File: config.mk
export PLATFORM = sky130hd
export DESIGN_NAME = uart_rx_ctrl
export DESIGN_NICKNAME = d
export VERILOG_FILES = /design/src/rtl/uart_pkg.sv /design/src/rtl/uart_rx_fifo.sv /design/src/rtl/uart_rx_ctrl.sv
export SDC_FILE = /design/constraint.sdc
export NUM_CORES = 1
export LEC_CHECK = 0
export ABC_AREA = 1
export BUFFER_PORTS_ARGS = -buffer_cell sky130_fd_sc_hd__buf_2
export CAP_MARGIN = 5
export CELL_PAD_IN_SITES_DETAIL_PLACEMENT = 0
export CELL_PAD_IN_SITES_GLOBAL_PLACEMENT = 1
export CORE_AREA = 2 2 98 170
export DETAILED_ROUTE_END_ITERATION = 16
export DIE_AREA = 0 0 100 172
export PLACE_DENSITY = 0.8
export SLEW_MARGIN = 20
export SYNTH_ARGS = -nofsm -noshare
export SYNTH_HDL_FRONTEND = slang
export SYNTH_SLANG_ARGS = --single-unit
File: constraint.sdc
create_clock -name clk -period 4.3 [get_ports clk]
set_input_delay 0.86 -clock clk [delete_from_list [all_inputs] [get_ports clk]]
set_output_delay 0.86 -clock clk [all_outputs]
set_load 0.005 [all_outputs]
File: src/rtl/uart_pkg.sv
// Shared types for the UART receive controller.
// States, FIFO entry layout and parity-type codes.
package uart_pkg;

  typedef enum logic [1:0] {
    DISABLED = 2'd0,
    IDLE     = 2'd1,
    BUSY     = 2'd2
  } state_t;

  typedef struct packed {
    logic       ferr;
    logic       perr;
    logic [7:0] data;
  } entry_t;

  localparam logic PAR_EVEN = 1'b0;
  localparam logic PAR_ODD  = 1'b1;

endpackage

File: src/rtl/uart_rx_fifo.sv
// Synchronous receive FIFO for captured UART frames.
// Head reads as zero while empty so outputs are clean after reset.
module uart_rx_fifo #(
  parameter  int DEPTH = 8,
  parameter  int W     = 10,
  localparam int AW    = $clog2(DEPTH)
) (
  input  logic          clk,
  input  logic          rst,
  input  logic          push,
  input  logic          pop,
  input  logic [W-1:0]  wdata,
  output logic [W-1:0]  rdata,
  output logic          full,
  output logic          empty,
  output logic [AW:0]   count
);

  logic [W-1:0]  mem [DEPTH];
  logic [AW-1:0] wp;
  logic [AW-1:0] rp;
  logic          do_pop;
  logic          do_push;

  assign empty   = (count == '0);
  assign full    = (count == (AW+1)'(DEPTH));
  assign do_pop  = pop & ~empty;
  assign do_push = push & (~full | do_pop);
  assign rdata   = empty ? '0 : mem[rp];

  // Pointer and occupancy bookkeeping.
  always_ff @(posedge clk) begin
    if (!rst) begin
      wp    <= '0;
      rp    <= '0;
      count <= '0;
    end else begin
      if (do_push) wp <= wp + 1'b1;
      if (do_pop)  rp <= rp + 1'b1;
      if (do_push && !do_pop)
        count <= count + 1'b1;
      else if (do_pop && !do_push)
        count <= count - 1'b1;
    end
  end

  // Storage array write.
  always_ff @(posedge clk) begin
    if (do_push) mem[wp] <= wdata;
  end

endmodule

File: src/rtl/uart_rx_ctrl.sv
// UART receive controller: baud16 tick, parity config,
// frame capture FIFO and saturating error statistics.
module uart_rx_ctrl
  import uart_pkg::*;
#(
  parameter  int DIV_W      = 16,
  parameter  int FIFO_DEPTH = 8,
  parameter  int CNT_W      = 8,
  localparam int CW         = $clog2(FIFO_DEPTH) + 1
) (
  input  logic             clk,
  input  logic             rst,
  input  logic             en,
  input  logic             cfg_wr,
  input  logic [DIV_W-1:0] cfg_div,
  input  logic             cfg_par_en,
  input  logic             cfg_par_ty,
  input  logic             rx,
  input  logic             rx_done_i,
  input  logic [7:0]       rx_data_i,
  input  logic             parity_err_i,
  input  logic             framing_err_i,
  output logic             baud16_tick,
  output logic             par_en,
  output logic             par_ty,
  output logic [7:0]       m_data,
  output logic             m_perr,
  output logic             m_ferr,
  output logic             m_valid,
  input  logic             m_ready,
  output logic [CW-1:0]    fifo_count,
  output logic             overrun,
  output logic [CNT_W-1:0] perr_cnt,
  output logic [CNT_W-1:0] ferr_cnt,
  input  logic             stat_clr
);

  state_t           state;
  state_t           state_n;
  logic [DIV_W-1:0] cnt;
  logic [DIV_W-1:0] div_act;
  logic [DIV_W-1:0] shd_div;
  logic             shd_pen;
  logic             shd_pty;
  logic             pending;
  logic             apply;
  logic             done_q;
  logic             rise;
  logic             push_q;
  entry_t           entry_q;
  entry_t           head;
  logic             full;
  logic             empty;

  assign apply = pending & (state == IDLE || state == DISABLED);
  assign rise  = rx_done_i & ~done_q;

  // Baud16 divider: free-runs 0..div_act while enabled.
  always_ff @(posedge clk) begin
    if (!rst) begin
      cnt         <= '0;
      baud16_tick <= 1'b0;
    end else if (!en || apply) begin
      cnt         <= '0;
      baud16_tick <= 1'b0;
    end else if (cnt == div_act) begin
      cnt         <= '0;
      baud16_tick <= 1'b1;
    end else begin
      cnt         <= cnt + 1'b1;
      baud16_tick <= 1'b0;
    end
  end

  // Shadow config, applied to the receiver only between frames.
  always_ff @(posedge clk) begin
    if (!rst) begin
      shd_div <= '0;
      shd_pen <= 1'b0;
      shd_pty <= PAR_EVEN;
      pending <= 1'b0;
      div_act <= '0;
      par_en  <= 1'b0;
      par_ty  <= PAR_EVEN;
    end else begin
      if (apply) begin
        div_act <= shd_div;
        par_en  <= shd_pen;
        par_ty  <= shd_pty;
      end
      if (cfg_wr) begin
        shd_div <= cfg_div;
        shd_pen <= cfg_par_en;
        shd_pty <= cfg_par_ty;
        pending <= 1'b1;
      end else if (apply) begin
        pending <= 1'b0;
      end
    end
  end

  // State register.
  always_ff @(posedge clk) begin
    if (!rst) state <= DISABLED;
    else      state <= state_n;
  end

  // Next-state: start bit seen on a tick, done edge ends frame.
  always_comb begin
    state_n = state;
    if (!en) begin
      state_n = DISABLED;
    end else begin
      case (state)
        DISABLED: state_n = IDLE;
        IDLE:     if (baud16_tick && !rx) state_n = BUSY;
        BUSY:     if (rise) state_n = IDLE;
        default:  state_n = DISABLED;
      endcase
    end
  end

  // Frame capture; done_q resets high so a level still
  // asserted across reset is not taken as a new frame.
  always_ff @(posedge clk) begin
    if (!rst) begin
      done_q  <= 1'b1;
      push_q  <= 1'b0;
      entry_q <= '0;
    end else begin
      done_q  <= rx_done_i;
      push_q  <= rise;
      if (rise) begin
        entry_q.ferr <= framing_err_i;
        entry_q.perr <= parity_err_i;
        entry_q.data <= rx_data_i;
      end
    end
  end

  uart_rx_fifo #(
    .DEPTH (FIFO_DEPTH),
    .W     (10)
  ) u_fifo (
    .clk   (clk),
    .rst   (rst),
    .push  (push_q),
    .pop   (m_ready),
    .wdata (entry_q),
    .rdata (head),
    .full  (full),
    .empty (empty),
    .count (fifo_count)
  );

  assign m_valid = ~empty;
  assign m_data  = head.data;
  assign m_perr  = head.perr;
  assign m_ferr  = head.ferr;

  // Sticky overrun and saturating error counters; clear wins.
  always_ff @(posedge clk) begin
    if (!rst || stat_clr) begin
      overrun  <= 1'b0;
      perr_cnt <= '0;
      ferr_cnt <= '0;
    end else if (push_q) begin
      if (full && !(m_ready && m_valid)) overrun <= 1'b1;
      if (entry_q.perr && !(&perr_cnt)) perr_cnt <= perr_cnt + 1'b1;
      if (entry_q.ferr && !(&ferr_cnt)) ferr_cnt <= ferr_cnt + 1'b1;
    end
  end

endmodule

## Word-level counts from Yosys, hierarchy flattened

Memory sizes are Yosys's and may differ from the RTL's. A register that Yosys moved wholly into a read port is not among the register bits.
Cells that the tools add are included.

- Flip-flop bits (word level): 95
- Bits in latches: 0
- Bits in writable memories: 80
- Memory bits (read-only): 0
- Input port bits: 36
- Output and inout bits: 35
- Word-level logic and storage cells: 88
- Memories kept: 1

- Add/sub/neg operators: 7
- $mul: 0
- Divide/modulo/power cells: 0
- $lt $le $gt $ge: 0
- Eq/ne operators: 6
- Shifts and indexed selects: 0
- Mux-type cells: 13
- Bitwise operators: 9
- Reductions and logical operators: 31

Memories:

| name | words | width | rd ports | clocked after Yosys merged registers in | wr ports | line | source |
|---|---|---|---|---|---|---|---|
| u_fifo.mem | 8 | 10 | 1 | 1 | 1 | uart_rx_fifo.sv:19 | `logic [W-1:0] mem [DEPTH];` |

Operator list:

| cell | count |
|---|---|
| 16-bit by 1-bit adder with 16-bit output (second input constant) | 1 |
| 8-bit by 1-bit adder with 8-bit output (second input constant) | 2 |
| 16-bit == test | 1 |
| 8-bit AND reduction | 2 |
| 10-bit two-way mux | 1 |
| 2-bit AND reduction | 5 |
| 1-bit logical NOT | 8 |
| 4-bit two-way mux | 2 |
| 1-bit logical AND | 7 |
| 3-bit by 1-bit adder with 3-bit output (second input constant) | 2 |
| 3-bit two-way mux | 2 |
| 2-bit case mux with 3 select lines | 1 |
| 1-bit two-way mux | 5 |
| 4-bit by 1-bit adder with 4-bit output (second input constant) | 1 |
| 1-bit AND | 4 |
| 4-bit == test (second input constant) | 1 |
| 4-bit logical NOT | 1 |
| 2-bit two-way mux | 2 |
| 1-bit NOT | 4 |
| 2-bit nonzero test | 2 |
| 4-bit by 1-bit subtractor with 4-bit output (second input constant) | 1 |
| 1-bit logical OR | 3 |
| 3-bit OR reduction | 1 |
| 2-bit by 1-bit == test with 1-bit output (second input constant) | 1 |
| 6 further kinds | 6 |

## Depth between registers and ports, before layout

- Word-level depth: 9
- Mapped depth: 13

## By module

From an unflattened synthesis, not the netlist that was laid out.

- Cell total of the unflattened synthesis: 955
- Area, all modules: 7,886.3 um^2

By module, submodules not included:

| module | instances | cells an instance | area each (um^2) | seq. area each (um^2) |
|---|---|---|---|---|
| uart_rx_fifo | 1 | 428 | 4,230.3 | 2,662.6 |
| uart_rx_ctrl | 1 | 527 | 3,656.0 | 1,701.6 |

## Least setup slack after synthesis

No wires, ideal clock.

- Path type: input-to-reg
- Start point: in m_ready
- End point: reg u_fifo.count[3]
- Library setup time: 109 ps
- Data arrival time: 2,269 ps
- Required time: 4,191 ps
- Setup slack: 1,922 ps
- Stages on the path: 13
- Cell sequence: nor2_1 > nand3_1 > nand2_1 > inv_1 > ha_1 > inv_1 > ha_1 > a21oi_1 > nand2_1 > a21oi_1 > o21ai_0 > nand2_1 > inv_1

- Longest elaborated chain between the ends: 6
- Elaborated cells between the ends (all ways): 9
- Those cells by class: mux: 1; bitwise: 3; reduce/logical: 5

Ends and longest elaborated chain:

| item | line | source |
|---|---|---|
| start: declaration | uart_rx_ctrl.sv:30 | `input logic m_ready,` |
| 1-bit AND (*) | uart_rx_fifo.sv:27 | `assign do_pop = pop & ~empty;` |
| 1-bit bitwise OR (*) | uart_rx_fifo.sv:28 | `assign do_push = push & (~full \| do_pop);` |
| 1-bit AND (*) | uart_rx_fifo.sv:28 |  |
| named net u_fifo.do_push | uart_rx_fifo.sv:23 | `logic do_push;` |
| 1-bit logical NOT | uart_rx_fifo.sv:42 | `else if (do_pop && !do_push)` |
| 1-bit logical AND | uart_rx_fifo.sv:42 |  |
| 2-bit nonzero test (no source line) | n/a |  |
| end signal: assignment | uart_rx_fifo.sv:41 | `count <= count + 1'b1;` |
| end signal: assignment | uart_rx_fifo.sv:43 | `count <= count - 1'b1;` |
| end: declaration | uart_rx_fifo.sv:16 | `output logic [AW:0] count` |

The timed path passes the listed nets; every way through them passes the cells marked *.
A chain may end at the register's enable or synchronous reset.

==> run metrics <==
status=complete, no violations; dominant combinational cell family by area after synthesis=simple AND/OR/NAND/NOR gates; layout cells sized above 1=0.1497; Total Routed Length=15,940 um; global-route wire length before repair=25,860 um; number of buffers and inverters on the critical path=3; Worst Max-Slew Pin Slew=1.120 ns; reported leakage power=3.382 nW; number of design-rule violations left by the first detailed-router iteration=212; power density over the cells=496.1 nW/um^2; master of the slowest instance on the critical path=sky130_fd_sc_hd__clkinv_1; number of global-route vias before repair=5,262; Final Hold Vio Count=0; Critical Path Fanout Max=41; row cnt=61; antenna-violating nets left=0; clock sink count=178; Net count, final=954; Sequential cell area=4364 um^2; type of the setup path with the least slack=reg2out; setup repair after global routing missed its margin=no; Clock Tree Buf Depth=2; TritonCTS clock tree=yes; number of instances resized during post-cts repair=0; count of hold-fix buffers inserted at cts=0; number of placed I/O pins=71; Mapped Area=7450 um^2; hold_ws=0.4660 ns; data required time at the worst endpoint=3.44 ns; clock-pin slew on the worst setup and hold paths=0.07 ns; slack of the worst reg-to-reg path=1.71 ns; highest achievable clock rate=0.2677 GHz; Die Wd=100 um; leading cell types by total area after synthesis=sky130_fd_sc_hd__edfxtp_1 32%, sky130_fd_sc_hd__dfxtp_1 26%, sky130_fd_sc_hd__nor2_1 11%; sequential share of the synthesized area=0.5858; Setup Buffers After CTS=0; synthesized-area fraction occupied by xor and xnor cells=0.02200; final-report max-slew violation count=0; Post-synth EDFFs=80; number of port buffers=70; Setup TNS Final=0 ns; detail-routed net length per standard cell=14.35 um; relative slew slack=0.2503; antenna diode instance count=0; number of levels in the clock H-tree=4; initial cell density of the core=0.4693; total setup violations reported at the end of the flow=0; Post-Synth Adder-Cell Area=0.01612; clock latency at the later pin of the worst-skew pair=0.44 ns; antenna violations before repair=0; worst setup skew after layout=0.01498 ns; compound-gate portion of the synthesized area=0.1105; maximum cell stage delay along the critical path=0.89 ns; area used by multi-input combinational logic=2676 um^2; 1st-pass router iterations=5; filler instances=1,542; prevailing post-synth register cell=sky130_fd_sc_hd__dfxtp_1; Period Utilization, post-route=0.8687; worst min-delay path category=reg2reg; total nets after synthesis=889; Synthesis Warnings=0; half-perimeter wire length after placement=11,280 um; via count of the routed design=5,565; CTS Buf Count=17; overall global routing resource usage=0.1985; type of element launching the critical path=flip-flop; Async S/R FF share, synth=0; dominant cell by count in the synthesized netlist=sky130_fd_sc_hd__nor2_1; die outline area=17,200 um^2; floorplan die height=172 um; drc violations=0; area growth from synthesis to final layout=14.21%; CTS Root Buffer Type=sky130_fd_sc_hd__clkbuf_16; Worst IR Drop VDD=0.0003029 V; placer's final routability congestion estimate=0.7998; share of cell area taken by muxes after synthesis=0; Tmin final=3.735 ns; maxcap violations=0; Post-Synth Simple-Gate Area=0.2106; GRT Residual Overflow=0; number of distinct standard cells referenced by the synthesized netlist=32; cell type group with the largest total delay on the critical path=buffers and inverters; data arrival at the endpoint of the critical path=2.88 ns; Avg Cell Area, Syn=8.827 um^2; Seq cells post-synth=178; area of the core=15,880 um^2; sort of element at the end of the critical path=primary output; instance count of the mapped netlist=844; Yosys top cell by area=sky130_fd_sc_hd__edfxtp_1; ratio of routed vias to standard cells=5.009; Commonest cells post-synth=210 x sky130_fd_sc_hd__nor2_1, 123 x sky130_fd_sc_hd__nand2_1, 99 x sky130_fd_sc_hd__o21ai_0; maximum number of pins on one net before global-route repair=55; Cell Chain, Critical Path=buf_4 -> clkinv_1 -> o21ai_0 -> o211ai_1 -> nand2_1 -> nor2_1 -> buf_2; Synth top area share=0.3225
state kept, by name, summed over array words and instances, names as in the netlist, 2 cells and up, named ones only:
register      flops
u_fifo.wp         3
entry_q          10
div_act          16
ferr_cnt          8
u_fifo.count      4
u_fifo.rp         3
cnt              16
u_fifo.mem       80
shd_div          16
state             2
perr_cnt          8
power breakdown:
group / total [mW] / internal, mW / switching [mW]
Sequential: 1.92 / 1.84 / 0.0794
Combinational: 0.838 / 0.310 / 0.528
Clock: 1.47 / 0.768 / 0.699
final timing paths:
| path | start | endpoint | cells after the start |
|---|---|---|---|
| max reg2reg | u_fifo.count[0]$_SDFFE_PN0P_ | u_fifo.count[3]$_SDFFE_PN0P_ | 12 |
| min | div_act[9]$_SDFFE_PN0P_ | div_act[9]$_SDFFE_PN0P_ | 2 |
| max | flip-flop | m_perr | 7 |
| min reg2reg | div_act[9]$_SDFFE_PN0P_ | div_act[9]$_SDFFE_PN0P_ | 2 |
logic make-up after synthesis:
logic type               count (synthesis)
AND/OR/NAND/NOR                        382
adder cells (fa/ha/maj)                  9
AO/OA/AOI/OAI                          157
XOR/XNOR                                17
buffers and inverters                  101
flip-flops                             178
cell type report:
| class | instances | share of cell area |
|---|---|---|
| well taps | 189 | 0.02779 |
| clock buffers | 18 | 0.05044 |
| flip-flops and latches | 178 | 0.5129 |
| inverters | 70 | 0.03088 |
| multi-input cells | 565 | 0.3146 |
| clock inverters | 14 | 0.01603 |
| repair buffers | 77 | 0.04735 |
through the flow:
step	utilization	total power, mW	area [um^2]	cells	worst slack, ns
6_report	0.5359	4.221	8508	1111	0.5646
5_1_grt	0.5359	4.473	8508	1111	0.2453
4_1_cts	0.5359	4.269	8508	1111	0.8548
3_5_place_dp	0.5003	2.803	7943	1079	1.337
3_3_place_gp	0.5003	2.796	7943	1079	1.366
2_1_floorplan	-	2.501	7450	844	1.922
metal layers:
layer / wire length, um / vias to the layer above / GRT usage / share of wire
li1: - / 2890 / - / -
met1: 6236 / 2555 / 0.2040 / 0.39
met2: 8923 / 105 / 0.3881 / 0.56
met3: 541 / 15 / 0.04002 / 0.034
met4: 243 / 0 / 0.07385 / 0.015
met5: 0 / - / 0 / 0
layout by cell type, fill, tap and decap left out, types with 2 or more instances in the layout:
master / synthesis / layout
sky130_fd_sc_hd__nand2_4: 2 / 2
sky130_fd_sc_hd__nand2_1: 123 / 123
sky130_fd_sc_hd__o21ai_0: 99 / 99
sky130_fd_sc_hd__inv_2: 3 / 3
sky130_fd_sc_hd__nand3_1: 16 / 16
sky130_fd_sc_hd__clkbuf_16: 0 / 17
sky130_fd_sc_hd__xor2_1: 13 / 13
sky130_fd_sc_hd__inv_6: 0 / 5
sky130_fd_sc_hd__edfxtp_1: 80 / 80
sky130_fd_sc_hd__xor2_2: 2 / 2
sky130_fd_sc_hd__buf_2: 5 / 70
sky130_fd_sc_hd__inv_1: 65 / 64
sky130_fd_sc_hd__nor3_1: 5 / 5
sky130_fd_sc_hd__or2_2: 2 / 2
sky130_fd_sc_hd__clkinv_1: 2 / 3
sky130_fd_sc_hd__nor2_1: 210 / 210
sky130_fd_sc_hd__buf_4: 2 / 7
sky130_fd_sc_hd__nor2_4: 4 / 4
sky130_fd_sc_hd__nor2_2: 13 / 13
sky130_fd_sc_hd__ha_1: 8 / 8
sky130_fd_sc_hd__inv_8: 0 / 3
sky130_fd_sc_hd__dfxtp_1: 98 / 98
sky130_fd_sc_hd__clkinv_4: 0 / 4
sky130_fd_sc_hd__o22ai_1: 10 / 10
sky130_fd_sc_hd__a21oi_1: 38 / 38
sky130_fd_sc_hd__nand3_2: 2 / 2
sky130_fd_sc_hd__nand2_2: 2 / 2
sky130_fd_sc_hd__o211ai_1: 10 / 10
sky130_fd_sc_hd__xnor2_1: 2 / 2
worst register-to-register path, stage by stage, from the launching register on:
cell and delay [ns]:
sky130_fd_sc_hd__dfxtp_1 0.37, sky130_fd_sc_hd__nor2_1 0.15, sky130_fd_sc_hd__nand3_1 0.47, sky130_fd_sc_hd__nand2_1 0.32, sky130_fd_sc_hd__ha_1 0.22, sky130_fd_sc_hd__inv_1 0.09
sky130_fd_sc_hd__ha_1 0.33, sky130_fd_sc_hd__a21oi_1 0.16, sky130_fd_sc_hd__nand2_1 0.08, sky130_fd_sc_hd__a21oi_1 0.11, sky130_fd_sc_hd__o21ai_0 0.09, sky130_fd_sc_hd__nand2_1 0.06
sky130_fd_sc_hd__inv_1 0.04
(Power assumes the default switching activity.)
